### config.mk
export PLATFORM = sky130hd
export DESIGN_NAME = periph_bus_bridge
export DESIGN_NICKNAME = d
export VERILOG_FILES = /design/src/rtl/periph_bus_bridge_pkg.sv /design/src/rtl/periph_addr_decode.sv /design/src/rtl/periph_bus_bridge.sv
export SDC_FILE = /design/constraint.sdc
export NUM_CORES = 1
export LEC_CHECK = 0
export ABC_AREA = 1
export CAP_MARGIN = 10
export CORE_AREA = 3 3 114 116
export DETAILED_ROUTE_END_ITERATION = 12
export DIE_AREA = 0 0 117 119
export SLEW_MARGIN = 5
export SYNTH_ARGS = -nofsm -noshare
export SYNTH_HDL_FRONTEND = slang
export SYNTH_HIERARCHICAL = 1
export SYNTH_SLANG_ARGS = --single-unit
### constraint.sdc
create_clock -name clk -period 1.6 [get_ports clk]
set_input_delay 0.24 -clock clk [delete_from_list [all_inputs] [get_ports clk]]
set_output_delay 0.24 -clock clk [all_outputs]
set_load 0.01 [all_outputs]
### src/rtl/periph_bus_bridge_pkg.sv
// Shared constants for the peripheral bus bridge and its neighbours.
//   - host/slave bus widths and access-size encodings
//   - default bridge geometry (slot count, slot window, timeout)
//   - slot index assignments for the MCU peripherals
//   - bridge FSM state encodings
package periph_bus_bridge_pkg;

  localparam int BUS_WIDTH     = 32;
  localparam int BUS_ACC_WIDTH = 2;

  localparam logic [BUS_ACC_WIDTH-1:0] BUS_ACC_1B = 2'b00;
  localparam logic [BUS_ACC_WIDTH-1:0] BUS_ACC_2B = 2'b01;
  localparam logic [BUS_ACC_WIDTH-1:0] BUS_ACC_4B = 2'b10;

  localparam int PB_NSLV = 4;
  localparam int PB_SAW  = 8;
  localparam int PB_TMO  = 15;

  localparam int PB_SLOT_TMR  = 0;
  localparam int PB_SLOT_UART = 1;
  localparam int PB_SLOT_GPIO = 2;
  localparam int PB_SLOT_SPI  = 3;

  localparam logic [0:0] ST_IDLE = 1'b0;
  localparam logic [0:0] ST_WAIT = 1'b1;

endpackage

### src/rtl/periph_addr_decode.sv
// Combinational address decoder for the peripheral bridge.
//   h_addr : host address
//   hit    : address falls inside the NSLV * 2**SAW byte peripheral region at BASE
//   idx    : slot number selected by the bits just above the slot window
module periph_addr_decode #(
  parameter int             NSLV = 4,
  parameter int             HAW  = 32,
  parameter int             SAW  = 8,
  parameter logic [HAW-1:0] BASE = '0
) (
  input  logic [HAW-1:0]           h_addr,
  output logic                     hit,
  output logic [$clog2(NSLV)-1:0]  idx
);

  localparam int IW = $clog2(NSLV);

  // BASE is aligned to the whole region, so only the bits above the
  // slot-index field take part in the match.
  assign hit = (h_addr[HAW-1:SAW+IW] == BASE[HAW-1:SAW+IW]);
  assign idx = h_addr[SAW +: IW];

endmodule

### src/rtl/periph_bus_bridge.sv
// Single-master fan-out bridge in front of the MCU peripheral controllers.
// Decodes each host request to one slave slot, tracks the one outstanding
// transfer and folds decode miss, slave fault, busy and timeout into h_fault.
//
// Handshake: h_req is a one-cycle request pulse. It is taken when the bridge
// is idle or when the current slot's s_resp arrives in the same cycle; the
// chosen s_req bit rises in that same cycle. h_resp is a one-cycle pulse that
// carries h_rdata; h_fault is a one-cycle pulse that ends the request instead.
//
// Ports:
//   clk, rst                   clock, synchronous active-high reset
//   h_addr/h_w_rb/h_acc/h_wdata/h_req   host request
//   h_rdata/h_resp/h_fault     host completion
//   s_addr/s_w_rb/s_acc/s_wdata         broadcast to every slot (wires)
//   s_req                      one-hot slot request
//   s_rdata/s_resp/s_fault     per-slot return, slot i at [i*BUS_WIDTH +: BUS_WIDTH]
//   dbg_state, dbg_cnt         FSM state and wait counter
module periph_bus_bridge
  import periph_bus_bridge_pkg::*;
#(
  parameter int             NSLV = PB_NSLV,
  parameter int             HAW  = 32,
  parameter int             SAW  = PB_SAW,
  parameter logic [HAW-1:0] BASE = '0,
  parameter int             TMO  = PB_TMO
) (
  input  logic                          clk,
  input  logic                          rst,
  input  logic [HAW-1:0]                h_addr,
  input  logic                          h_w_rb,
  input  logic [BUS_ACC_WIDTH-1:0]      h_acc,
  input  logic [BUS_WIDTH-1:0]          h_wdata,
  input  logic                          h_req,
  output logic [BUS_WIDTH-1:0]          h_rdata,
  output logic                          h_resp,
  output logic                          h_fault,
  output logic [SAW-1:0]                s_addr,
  output logic                          s_w_rb,
  output logic [BUS_ACC_WIDTH-1:0]      s_acc,
  output logic [BUS_WIDTH-1:0]          s_wdata,
  output logic [NSLV-1:0]               s_req,
  input  logic [NSLV*BUS_WIDTH-1:0]     s_rdata,
  input  logic [NSLV-1:0]               s_resp,
  input  logic [NSLV-1:0]               s_fault,
  output logic [0:0]                    dbg_state,
  output logic [7:0]                    dbg_cnt
);

  localparam int IW = $clog2(NSLV);
  localparam int BW = BUS_WIDTH;
  // The timeout flag is registered, so the counter gives up one cycle early:
  // the fault pulse then lands exactly TMO cycles after the request cycle.
  localparam logic [7:0] CNT_LAST = (TMO >= 2) ? 8'(TMO - 2) : 8'd0;

  logic [0:0]    state;
  logic [IW-1:0] cur;
  logic [7:0]    cnt;
  logic          tmo_q;

  logic          hit;
  logic [IW-1:0] idx;

  periph_addr_decode #(
    .NSLV (NSLV),
    .HAW  (HAW),
    .SAW  (SAW),
    .BASE (BASE)
  ) u_decode (
    .h_addr (h_addr),
    .hit    (hit),
    .idx    (idx)
  );

  logic in_wait;
  logic resp_cur;
  logic accept;
  logic busy;
  logic sf;
  logic launch;

  always_comb begin
    in_wait  = (state == ST_WAIT);
    resp_cur = s_resp[cur];
    accept   = h_req & (~in_wait | resp_cur);
    busy     = h_req & in_wait & ~resp_cur;
    sf       = s_fault[idx];
    launch   = accept & hit & ~sf;
  end

  assign s_addr  = h_addr[SAW-1:0];
  assign s_w_rb  = h_w_rb;
  assign s_acc   = h_acc;
  assign s_wdata = h_wdata;

  assign s_req   = (accept & hit) ? ({{(NSLV-1){1'b0}}, 1'b1} << idx) : '0;

  assign h_resp  = in_wait & resp_cur;
  assign h_rdata = s_rdata[int'(cur)*BW +: BW];
  assign h_fault = (accept & ~hit) | (accept & hit & sf) | busy | tmo_q;

  assign dbg_state = state;
  assign dbg_cnt   = cnt;

  always_ff @(posedge clk) begin
    if (rst) begin
      state <= ST_IDLE;
      cur   <= '0;
      cnt   <= '0;
      tmo_q <= 1'b0;
    end else begin
      tmo_q <= 1'b0;
      if (launch) begin
        state <= ST_WAIT;
        cur   <= idx;
        cnt   <= '0;
      end else if (accept) begin
        // miss or slave fault (possibly on a back-to-back completion)
        state <= ST_IDLE;
        cnt   <= '0;
      end else if (in_wait) begin
        if (resp_cur) begin
          state <= ST_IDLE;
          cnt   <= '0;
        end else if (cnt == CNT_LAST) begin
          state <= ST_IDLE;
          cnt   <= '0;
          tmo_q <= 1'b1;
        end else begin
          cnt <= cnt + 8'd1;
        end
      end
    end
  end

endmodule

## After elaboration in Yosys (flattened, before gate mapping)

Index checks and enable logic that the tools add are counted.

| storage, ports and cells | value |
|---|---|
| register bits | 12 |
| input port bits | 206 |
| output and inout bits | 90 |
| logic and storage cells | 42 |

| cells by class | value |
|---|---|
| add/sub/neg operators | 1 |
| magnitude comparators | 2 |
| equal/unequal tests | 1 |
| shifts and indexed selects | 2 |
| mux-type cells | 13 |
| bitwise logic cells | 16 |
| reductions and logical operators | 3 |

Operator list:

| operator | number |
|---|---|
| 128-bit by 8-bit variable part select with 32-bit output | 1 |
| 22-bit zero test | 1 |
| 8-bit two-way mux | 2 |
| 8-bit by 1-bit adder with 8-bit output, second input constant | 1 |
| 1-bit AND | 8 |
| 8-bit by 4-bit == test with 1-bit output, second input constant | 1 |
| 1-bit two-way mux | 8 |
| 2-bit by 3-bit < comparator with 1-bit output, second input constant | 2 |
| 5-bit OR reduction | 1 |
| 1-bit binary-select mux with 2-bit select | 2 |
| 4-bit two-way mux | 1 |
| 1-bit NOT | 4 |
| 1-bit OR | 4 |
| 1-bit by 2-bit << shifter with 4-bit output, first input constant | 1 |
| 3-bit OR reduction | 1 |

## Logic depth before layout (Yosys ltp)

Gate-level depths: netlist of the first run.

| depth | value |
|---|---|
| depth after elaboration | 9 |
| mapped depth | 11 |
| depth with buffers taken out | 11 |

## Modules after synthesis

Netlist of the first run, hierarchy kept.

Modules (own cells, without submodules):

| module | instances | cells each | area an instance (sq um) | seq. area each (sq um) |
|---|---|---|---|---|
| periph_bus_bridge | 1 | 343 | 2,000.7 | 240.2 |
| periph_addr_decode | 1 | 21 | 93.8 | 0.0 |

## Worst setup path before layout of the first run

OpenSTA, ideal clock, no wires.

| path | value |
|---|---|
| kind | input to output |
| start | in h_addr[11] |
| end | out h_fault |
| arrival | 1,217 ps |
| required time | 1,360 ps |
| slack | 143 ps |
| stages on the path | 8 |
| buffers on the path | 0 |
| cells stage by stage | or2_1 nor2_1 nand2_1 nor2_2 nand2_1 nor2_2 nand2_1 a21o_1 |

| on the way | value |
|---|---|
| longest elaborated chain between the ends | 6 |
| elaborated cells on any way between the ends | 8 |
| those cells by class | bitwise (7); reduce/logical (1) |

Ends and longest elaborated chain:

| what | RTL line | source |
|---|---|---|
| start: declaration | periph_bus_bridge.sv:29 | `input logic [HAW-1:0] h_addr,` |
| 22-bit zero test * | periph_addr_decode.sv:20 | `assign hit = (h_addr[HAW-1:SAW+IW] == BASE[HAW-1:SAW+IW]);` |
| via hit | periph_bus_bridge.sv:60 | `logic hit;` |
| 1-bit AND / 1-bit NOT (equally long branches) | periph_bus_bridge.sv:99 | `assign h_fault = (accept & ~hit) \| (accept & hit & sf) \| busy \| tmo_q;` |
| 1-bit AND | periph_bus_bridge.sv:99 |  |
| 1-bit OR * (3 in series) | periph_bus_bridge.sv:99 |  |
| end: declaration | periph_bus_bridge.sv:36 | `output logic h_fault,` |

Mark *: on every way through the listed nets, which the timed path passes. The rest lies on a longest branch.

## Worst setup path after layout of the first run

| path | value |
|---|---|
| start | reg cur[0] |
| end | out s_req[1] |

| on the way | value |
|---|---|
| longest elaborated chain between the ends | 6 |

Ends and longest elaborated chain:

| what | RTL line | source |
|---|---|---|
| start: declaration | periph_bus_bridge.sv:56 | `logic [IW-1:0] cur;` |
| start signal: assignment | periph_bus_bridge.sv:114 | `cur <= idx;` |
| 1-bit binary-select mux with 2-bit select | periph_bus_bridge.sv:83 | `resp_cur = s_resp[cur];` |
| 1-bit two-way mux (implied by the code) | periph_bus_bridge.sv:83 |  |
| 1-bit OR | periph_bus_bridge.sv:84 | `accept = h_req & (~in_wait \| resp_cur);` |
| 1-bit AND | periph_bus_bridge.sv:84 |  |
| 1-bit AND | periph_bus_bridge.sv:95 | `assign s_req = (accept & hit) ? ({{(NSLV-1){1'b0}}, 1'b1} << idx) : '0;` |
| 4-bit two-way mux | periph_bus_bridge.sv:95 |  |
| end: declaration | periph_bus_bridge.sv:41 | `output logic [NSLV-1:0] s_req,` |

No other way between the ends. The select of a mux whose other input is x is not followed.

==> results of run 1 <==
[state kept, by name, summed over array words and instances (netlist names)]
signal	count
cur	2
dbg_cnt	8
dbg_state	1
tmo_q	1
[stage by stage]
step                      utilization [%]  setup slack (ns)  TNS, ns
after CTS                            35.9           -0.0730   -0.420
after global placement               35.7            -0.653    -9.14
after detailed placement             35.7            -0.655    -9.43
after floorplan                         -             0.143        0
after global routing                 36.2            -0.137    -1.47
final                                36.2           -0.0540   -0.167
[cells in the final DEF, fill, tap and decap left out, types with 4 or more instances in the layout]
master,Yosys,routed
sky130_fd_sc_hd__o21ai_2,0,4
sky130_fd_sc_hd__clkbuf_2,0,10
sky130_fd_sc_hd__buf_4,45,25
sky130_fd_sc_hd__dlygate4sd2_1,0,10
sky130_fd_sc_hd__clkdlybuf4s15_1,0,4
sky130_fd_sc_hd__inv_1,20,18
sky130_fd_sc_hd__nor2_1,83,79
sky130_fd_sc_hd__nand4_1,6,6
sky130_fd_sc_hd__clkdlybuf4s50_1,0,145
sky130_fd_sc_hd__buf_2,4,38
sky130_fd_sc_hd__nand2_1,37,34
sky130_fd_sc_hd__o21ai_0,67,28
sky130_fd_sc_hd__buf_6,1,7
sky130_fd_sc_hd__nand2_4,3,4
sky130_fd_sc_hd__buf_12,0,7
sky130_fd_sc_hd__dfxtp_1,12,9
sky130_fd_sc_hd__a21oi_2,7,7
sky130_fd_sc_hd__nor2_2,2,6
sky130_fd_sc_hd__nand3_1,10,10
sky130_fd_sc_hd__o21ai_1,0,34
sky130_fd_sc_hd__o22ai_1,32,29
[area by class of cell]
class                           count  area share, %
Sequential cell                    12           5.73
Tap cell                          147           4.24
Timing Repair Buffer              250           52.5
Inverter                           21           1.87
Clock buffer                        4           2.05
Multi-Input combinational cell    266           33.6
[cell usage after synthesis]
library cell	number	area (sq um)
sky130_fd_sc_hd__a21o_1	1	7.51
sky130_fd_sc_hd__buf_2	4	20.0
sky130_fd_sc_hd__nand3_1	10	50.1
sky130_fd_sc_hd__nor2_2	2	12.5
sky130_fd_sc_hd__a21oi_2	7	61.3
sky130_fd_sc_hd__o22ai_1	32	200
sky130_fd_sc_hd__nor2_1	83	312
sky130_fd_sc_hd__inv_2	1	3.75
sky130_fd_sc_hd__buf_6	1	11.3
sky130_fd_sc_hd__nand3_2	4	40.0
sky130_fd_sc_hd__clkbuf_1	15	56.3
sky130_fd_sc_hd__inv_1	20	75.1
sky130_fd_sc_hd__ha_1	2	25.0
sky130_fd_sc_hd__nand2_8	1	20.0
sky130_fd_sc_hd__xnor2_1	1	8.76
sky130_fd_sc_hd__nand3_4	1	17.5
sky130_fd_sc_hd__a21oi_1	2	10.0
sky130_fd_sc_hd__nand2_4	3	33.8
sky130_fd_sc_hd__dfxtp_1	12	240
sky130_fd_sc_hd__nor3_1	5	25.0
sky130_fd_sc_hd__or2_1	1	6.26
sky130_fd_sc_hd__xor2_1	1	8.76
sky130_fd_sc_hd__nand4_1	6	37.5
sky130_fd_sc_hd__buf_4	45	338
sky130_fd_sc_hd__nand2_1	37	139
sky130_fd_sc_hd__o21ai_0	67	335
[logic make-up (layout without fill, tap and decap cells)]
| group | Yosys count | after routing | synth area share, % |
|---|---|---|---|
| AOI/OAI and AO/OA | 109 | 109 | 29.3 |
| DFF | 12 | 12 | 11.5 |
| xor gates and xnor gates | 2 | 2 | 0.836 |
| and+or+nand+nor | 153 | 153 | 33.1 |
| buffers and inverters | 86 | 275 | 24.1 |
| adders and majority gates | 2 | 2 | 1.19 |
[report_power, final]
part	internal, uW	leakage, uW	switching [uW]	total, uW
sequential	297	0.0000987	0.0000259	297
combinational	395	0.00168	169	564
clock	377	0.0000442	132	509
[worst max path at each step]
stage,start,to,cells after the start
5_1_grt,cur[0],s_req[1],8
3_3_place_gp,h_addr[10],h_fault,10
4_1_cts,cur[0],s_req[0],8
3_5_place_dp,h_addr[10],h_fault,10
6_report,cur[0],s_req[1],8
2_1_floorplan,h_addr[11],h_fault,8
[timing repair]
item / in CTS / in global routing
endpoints found under the setup margin: 39 / 33
hold endpoints to repair: 0 / 0
pin swaps: 29 / 5
gates resized for setup: 249 / 33
buffers inserted: 3 / 2
[layer usage]
metal	global-route usage [%]	part of all wire, %	vias to the layer above
li1	-	-	1574
met1	14.9	35	1455
met2	28.0	51	191
met3	4.62	12	18
met4	3.15	1.7	0
met5	0	0	-
==> qor.csv, run 1 <==
stage,metric,value,unit
layout,final-seq-area,249,sq um
worst_setup_path,critical_path_peak_fanout,4,
layout,finalNetCount,762,
floorplan,initial_core_util,17.4,%
cts,clk_transition_reported_paths,0.04,ns
route,drt_first_pass_iters,4,
yosys,warnings_synthesis,6,
cts,h-tree-depth,1,
worst_setup_path,slowest_cell_on_the_critical_path,sky130_fd_sc_hd__dfxtp_4,
layout,area.growth.synth_to_final,107,%
worst_setup_path,reg2regPathDepth,8,
flow_run,max_cap_viol_count,0,
global_routing,grt_antenna_before_repair,0,
placement,portBuffers,209,
worst_setup_path,cp_num_buf_inv,2,
global_routing,grt_start_max_net_pins,25,
layout,multi_input_comb_area,1460,sq um
worst_setup_path,crit_required,1.36,ns
layout,num-fill-cells,1304,
run_status,failed_checks,setup timing,
worst_setup_path,timing.rr.start,cur[1],
timing,report.final.hold_viol_count,0,
global_routing,grt_first_pass_wirelength,16.3,mm
global_routing,grt_pass1_vias,3308,
yosys,syn_inst,364,
pwr,total_power,1370,uW
cts,tritoncts_clock_tree,done,
yosys,yosysSeqAreaShare,11.5,%
timing,whs,0.480,ns
worst_hold_path,timing.hold.worst.start,h_wdata[28],
worst_setup_path,worst-setup-path-type,flop to primary output,
worst_hold_path,worst_hold_path.endpoint,s_wdata[28],
timing,maxSlewHeadroom,81.8,%
layout,final_cells,700,
route,remaining_drc_errors,0,
yosys,synth_cell_type_count,26,
layout,drive_gt1_share,24.6,%
worst_setup_path,worst-endpoint-arrival,1.41,ns
floorplan,ios,296,
timing,final-max-slew-violation-count,0,
worst_hold_path,hold_path_class,input port to primary output,
floorplan,die_h,119,um
worst_setup_path,worst_setup_path_end_kind,primary output,
timing,post-route-worst-setup-slack,-0.0540,ns
route,dr.first_iter.drc_count,135,
worst_setup_path,crit_chain,"buf_6, nand2_4, nand3_4, nand2_4, nand2_8, nand3_4, nor3_2, buf_2",
worst_setup_path,crit_path_max_incr_delay,0.37,ns
timing,timing.final.crit_share,103,%
pwr,power.density,315,nW/um^2
route,detail_route.vias_per_cell,4.63,
cts,cts.sinks,12,
cts,clkLatencyLatePin,0.24,ns
cts,cts.root.buffer_cell,sky130_fd_sc_hd__clkbuf_16,
pwr,irDropWorstVdd,0.437,mV
floorplan,floorplan.die_area,13900,sq um
yosys,synth_nets,572,
worst_setup_path,critPathTopFamily,simple AND/OR/NAND/NOR gates,
floorplan,placementRows,40,
route,routedWlPerCell,15.9,um
timing,worst_tran_pin_value,0.270,ns
placement,detailed_place.area,4290,sq um
floorplan,die_x,117,um
yosys,synth_area_per_cell,5.75,sq um
placement,dp_cells,691,
global_routing,grt-ovfl-total,0,
timing,fin_crit,1.65,ns
yosys,number_of_synthesized_register_bits,12,
route,vias,3238,
pwr,total_leakage_power,0.00182,uW
worst_setup_path,startpoint_type,flop,
worst_hold_path,worst_hold_path_stage_count,0,
cts,holdBufCountCts,0,
timing,grt_setup_unrepaired,yes,
worst_setup_path,setup.reg_to_reg.worst_slack,0.23,ns
placement,finalWeightedCongestion,0.874,
timing,clock_skew,0.00232,ns
timing,timing.fmax,605,MHz
cts,ctsLongestPathBuffers,2,
worst_setup_path,worstReg2RegEnd,dbg_cnt[1],
cts,tritoncts.num_buffers,3,
layout,antenna_cells_inserted,0,
route,antenna_violation_net_count_after_detailed_routing,0,
layout,finish.instance_area,4340,sq um
placement,total_half_perimeter_wirelength_after_legalization_and_detailed_placement,9.30,mm
route,total_wirelength_of_the_detailed_routed_design,11.2,mm
timing,report.final.setup_viol,4,
yosys,mappedNetlistArea,2090,sq um
global_routing,grt.total_usage,14.5,%
floorplan,floorplan.core_area,12000,sq um
run_status,outcome,"complete, but fails checks",
No activity file was read; power rests on OpenSTA's default activity.
==> run 2: changes to the inputs <==
--- a/config.mk
+++ b/config.mk
@@ -6,7 +6,6 @@
 export NUM_CORES = 1
 export LEC_CHECK = 0
 export ABC_AREA = 1
-export CAP_MARGIN = 10
 export CORE_AREA = 3 3 114 116
 export DETAILED_ROUTE_END_ITERATION = 12
 export DIE_AREA = 0 0 117 119
==> results of run 2 <==
No change in the layout: final DEF, timing and power equal those of run 1.
==> run 3: changes to the inputs <==
--- a/config.mk
+++ b/config.mk
@@ -6,6 +6,7 @@
 export NUM_CORES = 1
 export LEC_CHECK = 0
 export ABC_AREA = 1
+export CAP_MARGIN = 20
 export CORE_AREA = 3 3 114 116
 export DETAILED_ROUTE_END_ITERATION = 12
 export DIE_AREA = 0 0 117 119
==> results of run 3 <==
No change in the layout: final DEF, timing and power equal those of run 1.
